<file path="src/rtl/interrupt_ack_sequencer_pkg.sv">
// Shared types and constants for the PIC interrupt-acknowledge sequencer.
package interrupt_ack_sequencer_pkg;

  localparam int unsigned CASC_W_DEFAULT = 3;
  localparam logic [7:0]  CALL_OPCODE    = 8'hCD;
  // Id reported when INTA arrives with no request pending (IR7 convention).
  localparam int unsigned SPURIOUS_ID    = 7;

  typedef enum logic [2:0] {
    StIdle,
    StReq,
    StP1,
    StGap1,
    StP2,
    StGap2,
    StP3,
    StDone
  } ack_state_t;

endpackage

</file>
<file path="src/rtl/interrupt_ack_sequencer_if.sv">
// Bundle of resolver, configuration, CPU and cascade signals around the sequencer.
interface interrupt_ack_sequencer_if
  import interrupt_ack_sequencer_pkg::*;
#(
  parameter int unsigned CASC_W = CASC_W_DEFAULT,
  parameter int unsigned NUM_IR = 2 ** CASC_W
) ();

  logic              inta_neg;
  logic              single_mode_flag;
  logic              sp_neg;
  logic              mode_8086_flag;
  logic              aeoi_flag;
  logic              int_request;
  logic [CASC_W-1:0] highest_id;
  logic [NUM_IR-1:0] slaves_connected_flag;
  logic [CASC_W-1:0] my_slave_id;
  logic [CASC_W-1:0] cascade_in;
  logic [4:0]        vector_base;
  logic [7:0]        addr_low;
  logic [7:0]        addr_high;

  logic              int_out;
  logic [CASC_W-1:0] cascade_out;
  logic              cascade_oe;
  logic [7:0]        data_out;
  logic              data_oe;
  logic              isr_set_strobe;
  logic              isr_clear_strobe;
  logic [CASC_W-1:0] ack_id;
  logic              freeze_irr;

  // Environment side: CPU pins, resolver and configuration registers.
  modport master (
    output inta_neg, single_mode_flag, sp_neg, mode_8086_flag, aeoi_flag, int_request,
           highest_id, slaves_connected_flag, my_slave_id, cascade_in, vector_base,
           addr_low, addr_high,
    input  int_out, cascade_out, cascade_oe, data_out, data_oe, isr_set_strobe,
           isr_clear_strobe, ack_id, freeze_irr
  );

  // Sequencer side.
  modport slave (
    input  inta_neg, single_mode_flag, sp_neg, mode_8086_flag, aeoi_flag, int_request,
           highest_id, slaves_connected_flag, my_slave_id, cascade_in, vector_base,
           addr_low, addr_high,
    output int_out, cascade_out, cascade_oe, data_out, data_oe, isr_set_strobe,
           isr_clear_strobe, ack_id, freeze_irr
  );

endinterface

</file>
<file path="src/rtl/interrupt_ack_sequencer_inta_edge_sync.sv">
// Two-flop synchroniser for the asynchronous INTA pin plus fall/rise pulse detection.
module interrupt_ack_sequencer_inta_edge_sync (
  input  logic clk,
  input  logic reset,
  input  logic inta_neg_i,
  output logic fall_o,
  output logic rise_o
);

  logic sync1_q, sync2_q, prev_q;

  // Idle level of INTA is high, so reset to 1 to avoid a false edge after reset.
  always_ff @(posedge clk or posedge reset) begin
    if (reset) begin
      sync1_q <= 1'b1;
      sync2_q <= 1'b1;
      prev_q  <= 1'b1;
    end else begin
      sync1_q <= inta_neg_i;
      sync2_q <= sync1_q;
      prev_q  <= sync2_q;
    end
  end

  assign fall_o = prev_q & ~sync2_q;
  assign rise_o = ~prev_q & sync2_q;

endmodule

</file>
<file path="src/rtl/interrupt_ack_sequencer.sv">
// Interrupt-acknowledge sequencer: INT/INTA handshake, id latch, cascade and vector drive.
module interrupt_ack_sequencer
  import interrupt_ack_sequencer_pkg::*;
#(
  parameter int unsigned CASC_W = CASC_W_DEFAULT,
  parameter int unsigned NUM_IR = 2 ** CASC_W
) (
  input logic                  clk,
  input logic                  reset,
  interrupt_ack_sequencer_if.slave bus
);

  logic fall, rise;

  interrupt_ack_sequencer_inta_edge_sync u_inta_sync (
    .clk       (clk),
    .reset     (reset),
    .inta_neg_i(bus.inta_neg),
    .fall_o    (fall),
    .rise_o    (rise)
  );

  ack_state_t        state_q, state_d;
  logic [CASC_W-1:0] ack_id_q, ack_id_d;
  logic              spurious_q, spurious_d;
  logic              mode_8086_q, mode_8086_d;
  logic              match_q, match_d;

  logic              int_out_q, int_out_d;
  logic [CASC_W-1:0] cascade_out_q, cascade_out_d;
  logic              cascade_oe_q, cascade_oe_d;
  logic [7:0]        data_out_q, data_out_d;
  logic              data_oe_q, data_oe_d;
  logic              set_q, set_d;
  logic              clr_q, clr_d;
  logic              freeze_q, freeze_d;

  logic [NUM_IR-1:0] conn;
  logic              in_ack, live_match, drives;

  assign conn = bus.slaves_connected_flag;

  // Next-state and latched-cycle context.
  always_comb begin
    state_d     = state_q;
    ack_id_d    = ack_id_q;
    spurious_d  = spurious_q;
    mode_8086_d = mode_8086_q;
    match_d     = match_q;
    set_d       = 1'b0;
    unique case (state_q)
      StIdle: begin
        if (fall) begin
          // INTA without a raised INT: run a full spurious cycle.
          state_d     = StP1;
          ack_id_d    = CASC_W'(SPURIOUS_ID);
          spurious_d  = 1'b1;
          mode_8086_d = bus.mode_8086_flag;
          match_d     = 1'b0;
        end else if (bus.int_request) begin
          state_d = StReq;
        end
      end
      StReq: begin
        if (fall) begin
          state_d     = StP1;
          mode_8086_d = bus.mode_8086_flag;
          match_d     = 1'b0;
          if (bus.int_request) begin
            ack_id_d   = bus.highest_id;
            spurious_d = 1'b0;
            set_d      = 1'b1;
          end else begin
            ack_id_d   = CASC_W'(SPURIOUS_ID);
            spurious_d = 1'b1;
          end
        end
      end
      StP1: begin
        if (rise) begin
          state_d = StGap1;
          match_d = (bus.cascade_in == bus.my_slave_id);
        end
      end
      StGap1: if (fall) state_d = StP2;
      StP2:   if (rise) state_d = mode_8086_q ? StDone : StGap2;
      StGap2: if (fall) state_d = StP3;
      StP3:   if (rise) state_d = StDone;
      StDone: state_d = StIdle;
    endcase
  end

  // Output decode from the upcoming state so outputs register alongside it.
  always_comb begin
    in_ack     = (state_d == StP1) || (state_d == StGap1) || (state_d == StP2) ||
                 (state_d == StGap2) || (state_d == StP3);
    live_match = (bus.cascade_in == bus.my_slave_id);
    if (bus.single_mode_flag) begin
      drives = 1'b1;
    end else if (bus.sp_neg) begin
      drives = ~conn[ack_id_d];
    end else begin
      // The slave match is only latched at the first rise; use the pins during P1.
      drives = (state_d == StP1) ? live_match : match_d;
    end

    int_out_d     = (state_d == StReq);
    freeze_d      = in_ack;
    cascade_oe_d  = in_ack & bus.sp_neg & ~bus.single_mode_flag & conn[ack_id_d];
    cascade_out_d = cascade_oe_d ? ack_id_d : '0;
    clr_d         = (state_d == StDone) & bus.aeoi_flag & ~spurious_q;

    data_oe_d  = 1'b0;
    data_out_d = 8'h00;
    if (state_d == StP1) begin
      if (!mode_8086_d && drives) begin
        data_oe_d  = 1'b1;
        data_out_d = CALL_OPCODE;
      end
    end else if (state_d == StP2) begin
      data_oe_d  = drives;
      data_out_d = mode_8086_d ? 8'({bus.vector_base, ack_id_d}) : bus.addr_low;
    end else if (state_d == StP3) begin
      data_oe_d  = drives;
      data_out_d = bus.addr_high;
    end
  end

  // State, cycle context and registered outputs.
  always_ff @(posedge clk or posedge reset) begin
    if (reset) begin
      state_q       <= StIdle;
      ack_id_q      <= '0;
      spurious_q    <= 1'b0;
      mode_8086_q   <= 1'b0;
      match_q       <= 1'b0;
      int_out_q     <= 1'b0;
      cascade_out_q <= '0;
      cascade_oe_q  <= 1'b0;
      data_out_q    <= 8'h00;
      data_oe_q     <= 1'b0;
      set_q         <= 1'b0;
      clr_q         <= 1'b0;
      freeze_q      <= 1'b0;
    end else begin
      state_q       <= state_d;
      ack_id_q      <= ack_id_d;
      spurious_q    <= spurious_d;
      mode_8086_q   <= mode_8086_d;
      match_q       <= match_d;
      int_out_q     <= int_out_d;
      cascade_out_q <= cascade_out_d;
      cascade_oe_q  <= cascade_oe_d;
      data_out_q    <= data_out_d;
      data_oe_q     <= data_oe_d;
      set_q         <= set_d;
      clr_q         <= clr_d;
      freeze_q      <= freeze_d;
    end
  end

  assign bus.int_out          = int_out_q;
  assign bus.cascade_out      = cascade_out_q;
  assign bus.cascade_oe       = cascade_oe_q;
  assign bus.data_out         = data_out_q;
  assign bus.data_oe          = data_oe_q;
  assign bus.isr_set_strobe   = set_q;
  assign bus.isr_clear_strobe = clr_q;
  assign bus.ack_id           = ack_id_q;
  assign bus.freeze_irr       = freeze_q;

endmodule
</file>
<file path="src/flat_wrapper.sv">
// flat-port wrapper written by rule: the top's interface ports become plain ports
module interrupt_ack_sequencer_flat import interrupt_ack_sequencer_pkg::*;
#(
  parameter int unsigned CASC_W = CASC_W_DEFAULT,
  parameter int unsigned NUM_IR = 2 ** CASC_W
)
  (clk, reset, bus_inta_neg, bus_single_mode_flag, bus_sp_neg, bus_mode_8086_flag, bus_aeoi_flag, bus_int_request, bus_highest_id, bus_slaves_connected_flag, bus_my_slave_id, bus_cascade_in, bus_vector_base, bus_addr_low, bus_addr_high, bus_int_out, bus_cascade_out, bus_cascade_oe, bus_data_out, bus_data_oe, bus_isr_set_strobe, bus_isr_clear_strobe, bus_ack_id, bus_freeze_irr);
  interrupt_ack_sequencer_if #(.CASC_W(CASC_W), .NUM_IR(NUM_IR)) bus_i ();
  input logic clk;
  input logic reset;
  input wire logic [$bits(bus_i.inta_neg)-1:0] bus_inta_neg;
  input wire logic [$bits(bus_i.single_mode_flag)-1:0] bus_single_mode_flag;
  input wire logic [$bits(bus_i.sp_neg)-1:0] bus_sp_neg;
  input wire logic [$bits(bus_i.mode_8086_flag)-1:0] bus_mode_8086_flag;
  input wire logic [$bits(bus_i.aeoi_flag)-1:0] bus_aeoi_flag;
  input wire logic [$bits(bus_i.int_request)-1:0] bus_int_request;
  input wire logic [$bits(bus_i.highest_id)-1:0] bus_highest_id;
  input wire logic [$bits(bus_i.slaves_connected_flag)-1:0] bus_slaves_connected_flag;
  input wire logic [$bits(bus_i.my_slave_id)-1:0] bus_my_slave_id;
  input wire logic [$bits(bus_i.cascade_in)-1:0] bus_cascade_in;
  input wire logic [$bits(bus_i.vector_base)-1:0] bus_vector_base;
  input wire logic [$bits(bus_i.addr_low)-1:0] bus_addr_low;
  input wire logic [$bits(bus_i.addr_high)-1:0] bus_addr_high;
  output wire logic [$bits(bus_i.int_out)-1:0] bus_int_out;
  output wire logic [$bits(bus_i.cascade_out)-1:0] bus_cascade_out;
  output wire logic [$bits(bus_i.cascade_oe)-1:0] bus_cascade_oe;
  output wire logic [$bits(bus_i.data_out)-1:0] bus_data_out;
  output wire logic [$bits(bus_i.data_oe)-1:0] bus_data_oe;
  output wire logic [$bits(bus_i.isr_set_strobe)-1:0] bus_isr_set_strobe;
  output wire logic [$bits(bus_i.isr_clear_strobe)-1:0] bus_isr_clear_strobe;
  output wire logic [$bits(bus_i.ack_id)-1:0] bus_ack_id;
  output wire logic [$bits(bus_i.freeze_irr)-1:0] bus_freeze_irr;
  assign bus_i.inta_neg = bus_inta_neg;
  assign bus_i.single_mode_flag = bus_single_mode_flag;
  assign bus_i.sp_neg = bus_sp_neg;
  assign bus_i.mode_8086_flag = bus_mode_8086_flag;
  assign bus_i.aeoi_flag = bus_aeoi_flag;
  assign bus_i.int_request = bus_int_request;
  assign bus_i.highest_id = bus_highest_id;
  assign bus_i.slaves_connected_flag = bus_slaves_connected_flag;
  assign bus_i.my_slave_id = bus_my_slave_id;
  assign bus_i.cascade_in = bus_cascade_in;
  assign bus_i.vector_base = bus_vector_base;
  assign bus_i.addr_low = bus_addr_low;
  assign bus_i.addr_high = bus_addr_high;
  assign bus_int_out = bus_i.int_out;
  assign bus_cascade_out = bus_i.cascade_out;
  assign bus_cascade_oe = bus_i.cascade_oe;
  assign bus_data_out = bus_i.data_out;
  assign bus_data_oe = bus_i.data_oe;
  assign bus_isr_set_strobe = bus_i.isr_set_strobe;
  assign bus_isr_clear_strobe = bus_i.isr_clear_strobe;
  assign bus_ack_id = bus_i.ack_id;
  assign bus_freeze_irr = bus_i.freeze_irr;
  interrupt_ack_sequencer #(.CASC_W(CASC_W), .NUM_IR(NUM_IR)) u_core (.clk(clk), .reset(reset), .bus(bus_i));
endmodule
</file>
<file path="config.mk">
export PLATFORM = sky130hd
export DESIGN_NAME = interrupt_ack_sequencer_flat
export DESIGN_NICKNAME = d
export VERILOG_FILES = /design/src/rtl/interrupt_ack_sequencer_pkg.sv /design/src/rtl/interrupt_ack_sequencer_if.sv /design/src/rtl/interrupt_ack_sequencer_inta_edge_sync.sv /design/src/rtl/interrupt_ack_sequencer.sv /design/src/flat_wrapper.sv
export SDC_FILE = /design/constraint.sdc
export NUM_CORES = 1
export LEC_CHECK = 0
export BUFFER_PORTS_ARGS = -buffer_cell sky130_fd_sc_hd__buf_2
export CAP_MARGIN = 40
export CORE_ASPECT_RATIO = 1.75
export CORE_MARGIN = 2
export CORE_UTILIZATION = 50
export CTS_BUF_LIST = sky130_fd_sc_hd__clkbuf_2 sky130_fd_sc_hd__clkbuf_4 sky130_fd_sc_hd__clkbuf_8
export DETAILED_ROUTE_END_ITERATION = 16
export PLACE_DENSITY_LB_ADDON = 0.1
export SYNTH_ARGS = -nofsm -noshare
export SYNTH_HDL_FRONTEND = slang
export SYNTH_SLANG_ARGS = --single-unit
export TNS_END_PERCENT = 20
</file>
<file path="constraint.sdc">
create_clock -name clk -period 3 [get_ports clk]
set_input_delay 0.6 -clock clk [delete_from_list [all_inputs] [get_ports clk]]
set_output_delay 0.6 -clock clk [all_outputs]
set_load 0.01 [all_outputs]
</file>
* After elaboration in Yosys (flattened, before gate mapping)
Index checks and enable logic that the tools add are counted.
** Word-level totals
- Register bits after elaboration :: 29
- Bits of input ports :: 46
- Output and inout bits :: 20
- Logic and storage cells :: 97
** Cells by class
- Order comparisons :: 1
- Equality and inequality tests :: 17
- Mux-type cells :: 41
- Bitwise gates (word level) :: 12
- Reductions and logical operators :: 10
** Operators with widths (number)
- 8-bit two-way mux :: 5
- 3-bit two-way mux :: 12
- 3-bit equality test, second input constant :: 8
- 3-bit one-hot mux with 8 select lines :: 1
- 1-bit two-way mux :: 18
- 3-bit by 2-bit equality test with 1-bit output, second input constant :: 4
- 1-bit bitwise AND :: 7
- 3-bit by 1-bit equality test with 1-bit output, second input constant :: 2
- 3-bit one-hot mux with 2 select lines :: 1
- 1-bit NOT :: 5
- 1-bit logical OR :: 4
- 3-bit by 4-bit < comparator with 1-bit output, second input constant :: 1
- 2-bit by 1-bit != test with 1-bit output, second input constant :: 2
- 1-bit one-hot mux with 2 select lines :: 2
- 1-bit binary-select mux with 3-bit select :: 1
- 3-bit equality test :: 1
- 3-bit logical NOT :: 1
- 3-bit AND reduction :: 1
- 2-bit two-way mux :: 1
- 2-bit nonzero test :: 1
- 2-bit OR reduction :: 1
- 1-bit logical AND :: 1
- 1-bit logical NOT :: 1

* Depth between registers and ports, before layout
- Word-level depth :: 13
- Depth in mapped cells :: 9
- Gate-level depth less buffers :: 7

* Modules after synthesis
A second synthesis with hierarchy kept.
** Unflattened totals
- Cells, all modules :: 155
- Area total of the unflattened synthesis :: 1522.7 um^2
** Modules (own cells, without submodules)
- interrupt_ack_sequencer :: instances 1, cells each 149, area an instance 1425.1 um^2
- interrupt_ack_sequencer_inta_edge_sync :: instances 1, cells each 6, area an instance 97.6 um^2

* Worst setup path before layout
Ideal clock, no wire load.
- Path type :: register to register
- Start point :: register u_core.state_q[1]
- End point :: register u_core.data_out_q[0] (netlist: u_core.bus.data_out[0])
- Setup time :: 101 ps
- Data arrival time :: 2289 ps
- Required time :: 2899 ps
- Slack :: 611 ps
- Cell stages (with the launch flop) :: 8
- Path buffers :: 2
- Period minus slack after synthesis :: 2389 ps
- Cells stage by stage :: dfrtp_1 > buf_6 > nor4b_4 > mux2_4 > buf_12 > mux4_2 > nor3b_4 > o32ai_1
** On the way
- Longest elaborated chain between the ends :: 10
** RTL lines
- start: declaration :: RTL line interrupt_ack_sequencer.sv:23 : ack_state_t state_q, state_d;
- start signal: assignment :: RTL line interrupt_ack_sequencer.sv:132 : state_q <= StIdle;
- start signal: assignment :: RTL line interrupt_ack_sequencer.sv:146 : state_q <= state_d;
- 3-bit by 1-bit equality test with 1-bit output / 3-bit logical NOT (equally long branches) :: RTL line interrupt_ack_sequencer.sv:51 : unique case (state_q)
- 3-bit one-hot mux with 2 select lines * :: RTL line interrupt_ack_sequencer.sv:51
- net u_core.ack_id_d[0] :: RTL line interrupt_ack_sequencer.sv:24 : logic [CASC_W-1:0] ack_id_q, ack_id_d;
- 1-bit binary-select mux with 3-bit select :: RTL line interrupt_ack_sequencer.sv:101 : drives = ~conn[ack_id_d];
- 1-bit two-way mux (not written as such) :: RTL line interrupt_ack_sequencer.sv:101
- 1-bit NOT :: RTL line interrupt_ack_sequencer.sv:101
- 1-bit two-way mux :: RTL line interrupt_ack_sequencer.sv:100 : end else if (bus.sp_neg) begin
- 1-bit two-way mux :: RTL line interrupt_ack_sequencer.sv:98 : if (bus.single_mode_flag) begin
- 1-bit logical AND :: RTL line interrupt_ack_sequencer.sv:116 : if (!mode_8086_d && drives) begin
- 8-bit two-way mux :: RTL line interrupt_ack_sequencer.sv:116
- 8-bit two-way mux * :: RTL line interrupt_ack_sequencer.sv:115 : if (state_d == StP1) begin
- net u_core.data_out_d[0] :: RTL line interrupt_ack_sequencer.sv:32 : logic [7:0] data_out_q, data_out_d;
- end signal: assignment :: RTL line interrupt_ack_sequencer.sv:154 : data_out_q <= data_out_d;
- end: declaration :: RTL line interrupt_ack_sequencer.sv:32
The timed path passes the listed nets; every way through them passes the cells marked *. The select of a mux whose other input is x is not followed.
A chain may end at the register's enable or synchronous reset.

* Worst setup path after layout
- Start point :: register u_core.state_q[1]
- End point :: register u_core.data_out_q[7] (netlist: u_core.bus.data_out[7])
** On the way
- Longest elaborated chain between the ends :: 10
** RTL lines (RTL line)
- 3-bit by 1-bit equality test with 1-bit output, or another cell as far along :: interrupt_ack_sequencer.sv:51
- 3-bit one-hot mux with 2 select lines / 3-bit two-way mux (equally long branches) :: interrupt_ack_sequencer.sv:51, interrupt_ack_sequencer.sv:53
- 1-bit binary-select mux with 3-bit select / 3-bit one-hot mux with 8 select lines (equally long branches) :: interrupt_ack_sequencer.sv:101, interrupt_ack_sequencer.sv:51
- 1-bit two-way mux (not written as such) / 3-bit by 2-bit equality test with 1-bit output (equally long branches) :: interrupt_ack_sequencer.sv:101, interrupt_ack_sequencer.sv:104, interrupt_ack_sequencer.sv:115
- 1-bit NOT / 1-bit two-way mux (equally long branches) :: interrupt_ack_sequencer.sv:101, interrupt_ack_sequencer.sv:104
- 1-bit two-way mux :: interrupt_ack_sequencer.sv:100
- 1-bit two-way mux :: interrupt_ack_sequencer.sv:98
- 1-bit logical AND :: interrupt_ack_sequencer.sv:116
- 8-bit two-way mux :: interrupt_ack_sequencer.sv:116
- 8-bit two-way mux * :: interrupt_ack_sequencer.sv:115
- net u_core.data_out_d[7] :: interrupt_ack_sequencer.sv:32
Marked as above.

==> flow_summary.yaml <==
grt:
  gr-total-overflow: 0
  grt_pass1_vias: 1436
  track_usage_pct: 22.99
  antenna_found_initial: 0
  grt_first_pass_wirelength_um: 6237
  grt_max_degree: 30
sta:
  fin_crit_sh_pct: 83.76
  skew_ps: 1.506
  finalSetupTns_ps: 0
  tightest_slew_ps: 743.8
  rsz0062_at_grt: "no"
  timing.fmax_ghz: 0.3979
  hold_viol: 0
  slew_violations: 0
  fin_crit_ps: 2513
  finalSetupViolCount: 0
  slew_headroom_pct: 49.76
die:
  die_w_um: 47.60
  dieArea_um2: 3821
  floorplan.die.height_um: 80.29
  io_pins: 66
  coreArea_um2: 3176
  initial_core_util_pct: 52.36
  rows: 27
cts:
  numCtsBuffers: 5
  tritoncts: "done"
  clock_latency_ps: 270
  cts-root-buf: "clkbuf_8"
  cts_setup_buffers: 0
  cts.sinks: 29
  cts-htree-levels: 2
  cts_buffer_depth: 2
  cts-resized-gates: 0
  clkTransAtPathRegs_ps: 60
  holdBufCountCts: 0
routing:
  wl_um: 3876
  drtIter0Drc: 43
  drt-pass1-iter-count: 4
  ant_nets: 0
  post_drt_wl_per_cell_um: 14.79
  drc_errors: 0
  vias: 1467
  vias_per_cell: 5.599
final_layout:
  utilization_pct: 66.12
  multi_input_area_um2: 833.3
  n_antenna_cell: 0
  syn_to_final_growth_pct: 26.26
  fin_nets: 265
  regArea_um2: 729.5
  layout-drive-gt1-share_pct: 45.21
  fillers: 276
setup_path:
  cp-start-kind: "register"
  critPathCaptureType: "register"
  timing.reg2reg.setup_slack_ps: 490
  cpPeakStageDelay_ps: 570
  critPathLaunch: "u_core.state_q[1]$_DFF_PP0_"
  r2r-end: "u_core.bus.data_out[7]$_DFF_PP0_"
  crit_path_top_delay_cell: "dfrtp_1"
  crit_type: "reg2reg"
  reg2reg_from: "u_core.state_q[1]$_DFF_PP0_"
  required_ps: 3170
  path_cells: "nor4b_4 -> mux2_4 -> mux4_2 -> nor3b_4 -> o32ai_1"
  worstSetupEndpoint: "u_core.bus.data_out[7]$_DFF_PP0_"
  rr_worst_depth: 5
  arrival_ps: 2690
  cp_max_fo: 16
pwr:
  powerDensity_nw_per_um2: 870.7
  p_clk_share_pct: 17.8
  p_sw_uw: 712.1
  p_comb_share_pct: 48.1
  p_sw_share_pct: 38.95
  p_leak_uw: 0.001035
  p_seq_share_pct: 34.0
  internal_power_uw: 1116
  vdd_ir_drop_max_v: 0.0006281
outcome:
  status: "complete, no violations"
placement:
  io_buffers: 65
  detailed_place_hpwl_um: 3020
  place.gp.congestion: 0.8272
synth:
  yosysTopAreaCellShare_pct: 39.13
  syn_nets: 196
  synth.distinct_cells: 51
  synth_warnings: 0
  synth_edf_count: 0
  ys_ff_latch: 29
  ys.flop_type: "dfrtp_1"
  synth.largest_area_cell: "dfrtp_1"
  yosys-top-cells-area: "dfrtp_1 39%, mux2i_1 4.8%, dfstp_2 4.7%"
  yosys-top-cells-count: "26 x dfrtp_1, 14 x nor2_1, 13 x nand2_1"
  yosysMostFrequentCell: "dfrtp_1"
  async_flop_share_pct: 100.0
  syn_inst: 150
  synth.yosys.seq_area_share_pct: 43.87
  syn_area_per_cell_um2: 11.09
  syn_area_um2: 1663
job:
  maxCapViolations: 0
worst_hold_path:
  holdCritPathClass: "reg2reg"
## final cells by class
cell class                      instances  area share, %
Sequential cell                        29          34.74
Tap cell                               43          2.563
Multi-Input combinational cell        105          39.69
Clock buffer                            7          4.291
Timing Repair Buffer                   70          17.28
Inverter                                8          1.430
## critical path: cells and delay by family (launching register included)
kind	cells	cell delay [ps]
compound gates	1	280
flops	1	570
mux	2	850
simple gates	2	710
## sequential cells by signal (all words and copies together) (netlist names)
signal and cells:
u_core.u_inta_sync.sync2_q 1, u_core.bus.cascade_oe 1, u_core.bus.isr_set_strobe 1, u_core.bus.ack_id 3, u_core.u_inta_sync.prev_q 1, u_core.mode_8086_q 1, u_core.bus.isr_clear_strobe 1, u_core.bus.freeze_irr 1
u_core.bus.data_oe 1, u_core.bus.int_out 1, u_core.match_q 1, u_core.bus.data_out 8, u_core.state_q 3, u_core.bus.cascade_out 3, u_core.u_inta_sync.sync1_q 1, u_core.spurious_q 1
## metrics by stage
stage                     total power (µW)  instance area [µm²]  worst slack [ps]  cells  hold slack (ps)
final                                 1828                 2100             487.1    262            363.5
after floorplan                       1305                 1663             610.7    150            345.2
after detailed placement              1511                 2009             498.6    255            354.3
after global placement                1481                 2009             582.0    255            349.7
after global routing                  1955                 2100             340.6    262            368.2
after CTS                             1842                 2100             493.9    262            365.6
## placed cells by master, fill, tap and decap left out, types with 2 or more instances in the layout
cell,n
buf_2,65
a311oi_1,4
inv_2,2
buf_4,5
nor2b_1,3
nor2_1,14
nand3b_1,3
nand2_1,13
nand2b_1,3
nor3b_1,3
dfrtp_1,26
o32ai_1,5
a21oi_1,3
nand3_1,2
inv_1,6
o2111ai_1,2
clkbuf_8,6
mux4_2,2
dfstp_2,3
mux2_2,6
o21ai_0,2
nor3_1,2
xor2_1,3
nor3b_4,2
mux2i_1,8
## layer usage
metal / wire [µm] / GRT usage [%] / vias up
met1: 1388 / 24.89 / 695
met4: 67 / 9.459 / 0
met3: 232 / 5.843 / 6
li1: - / - / 696
met5: 0 / 0 / -
met2: 2188 / 40.00 / 70
## how the worst min path moves through the flow
stage | startpoint | slack [ps] | end | cells after the start
2_1_floorplan | u_core.u_inta_sync.sync1_q$_DFF_PP1_ | 350 | u_core.u_inta_sync.sync2_q$_DFF_PP1_ | 0
3_3_place_gp | u_core.u_inta_sync.sync1_q$_DFF_PP1_ | 350 | u_core.u_inta_sync.sync2_q$_DFF_PP1_ | 0
3_5_place_dp | u_core.u_inta_sync.sync1_q$_DFF_PP1_ | 350 | u_core.u_inta_sync.sync2_q$_DFF_PP1_ | 0
4_1_cts | u_core.u_inta_sync.sync1_q$_DFF_PP1_ | 370 | u_core.u_inta_sync.sync2_q$_DFF_PP1_ | 0
5_1_grt | u_core.u_inta_sync.sync1_q$_DFF_PP1_ | 370 | u_core.u_inta_sync.sync2_q$_DFF_PP1_ | 0
6_report | u_core.u_inta_sync.sync1_q$_DFF_PP1_ | 360 | u_core.u_inta_sync.sync2_q$_DFF_PP1_ | 0
## power by group through the flow
stage | clock network [µW] | registers (µW) | logic [µW]
final | 326 | 622 | 880
after global routing | 350 | 643 | 962
after CTS | 334 | 621 | 886
after detailed placement | 0 | 626 | 885
after global placement | 0 | 620 | 861
after floorplan | 0 | 619 | 686
## logic make-up (layout without fill, tap and decap cells)
group | after synthesis | after routing | synth area share (%)
and+or+nand+nor | 51 | 51 | 18.29
DFF | 29 | 29 | 43.87
xor gates and xnor gates | 3 | 3 | 1.580
muxes | 18 | 18 | 14.07
buffers and inverters | 16 | 85 | 6.019
AOI/OAI and AO/OA | 33 | 33 | 16.18
Note: power is estimated with default switching activity, not from simulation.
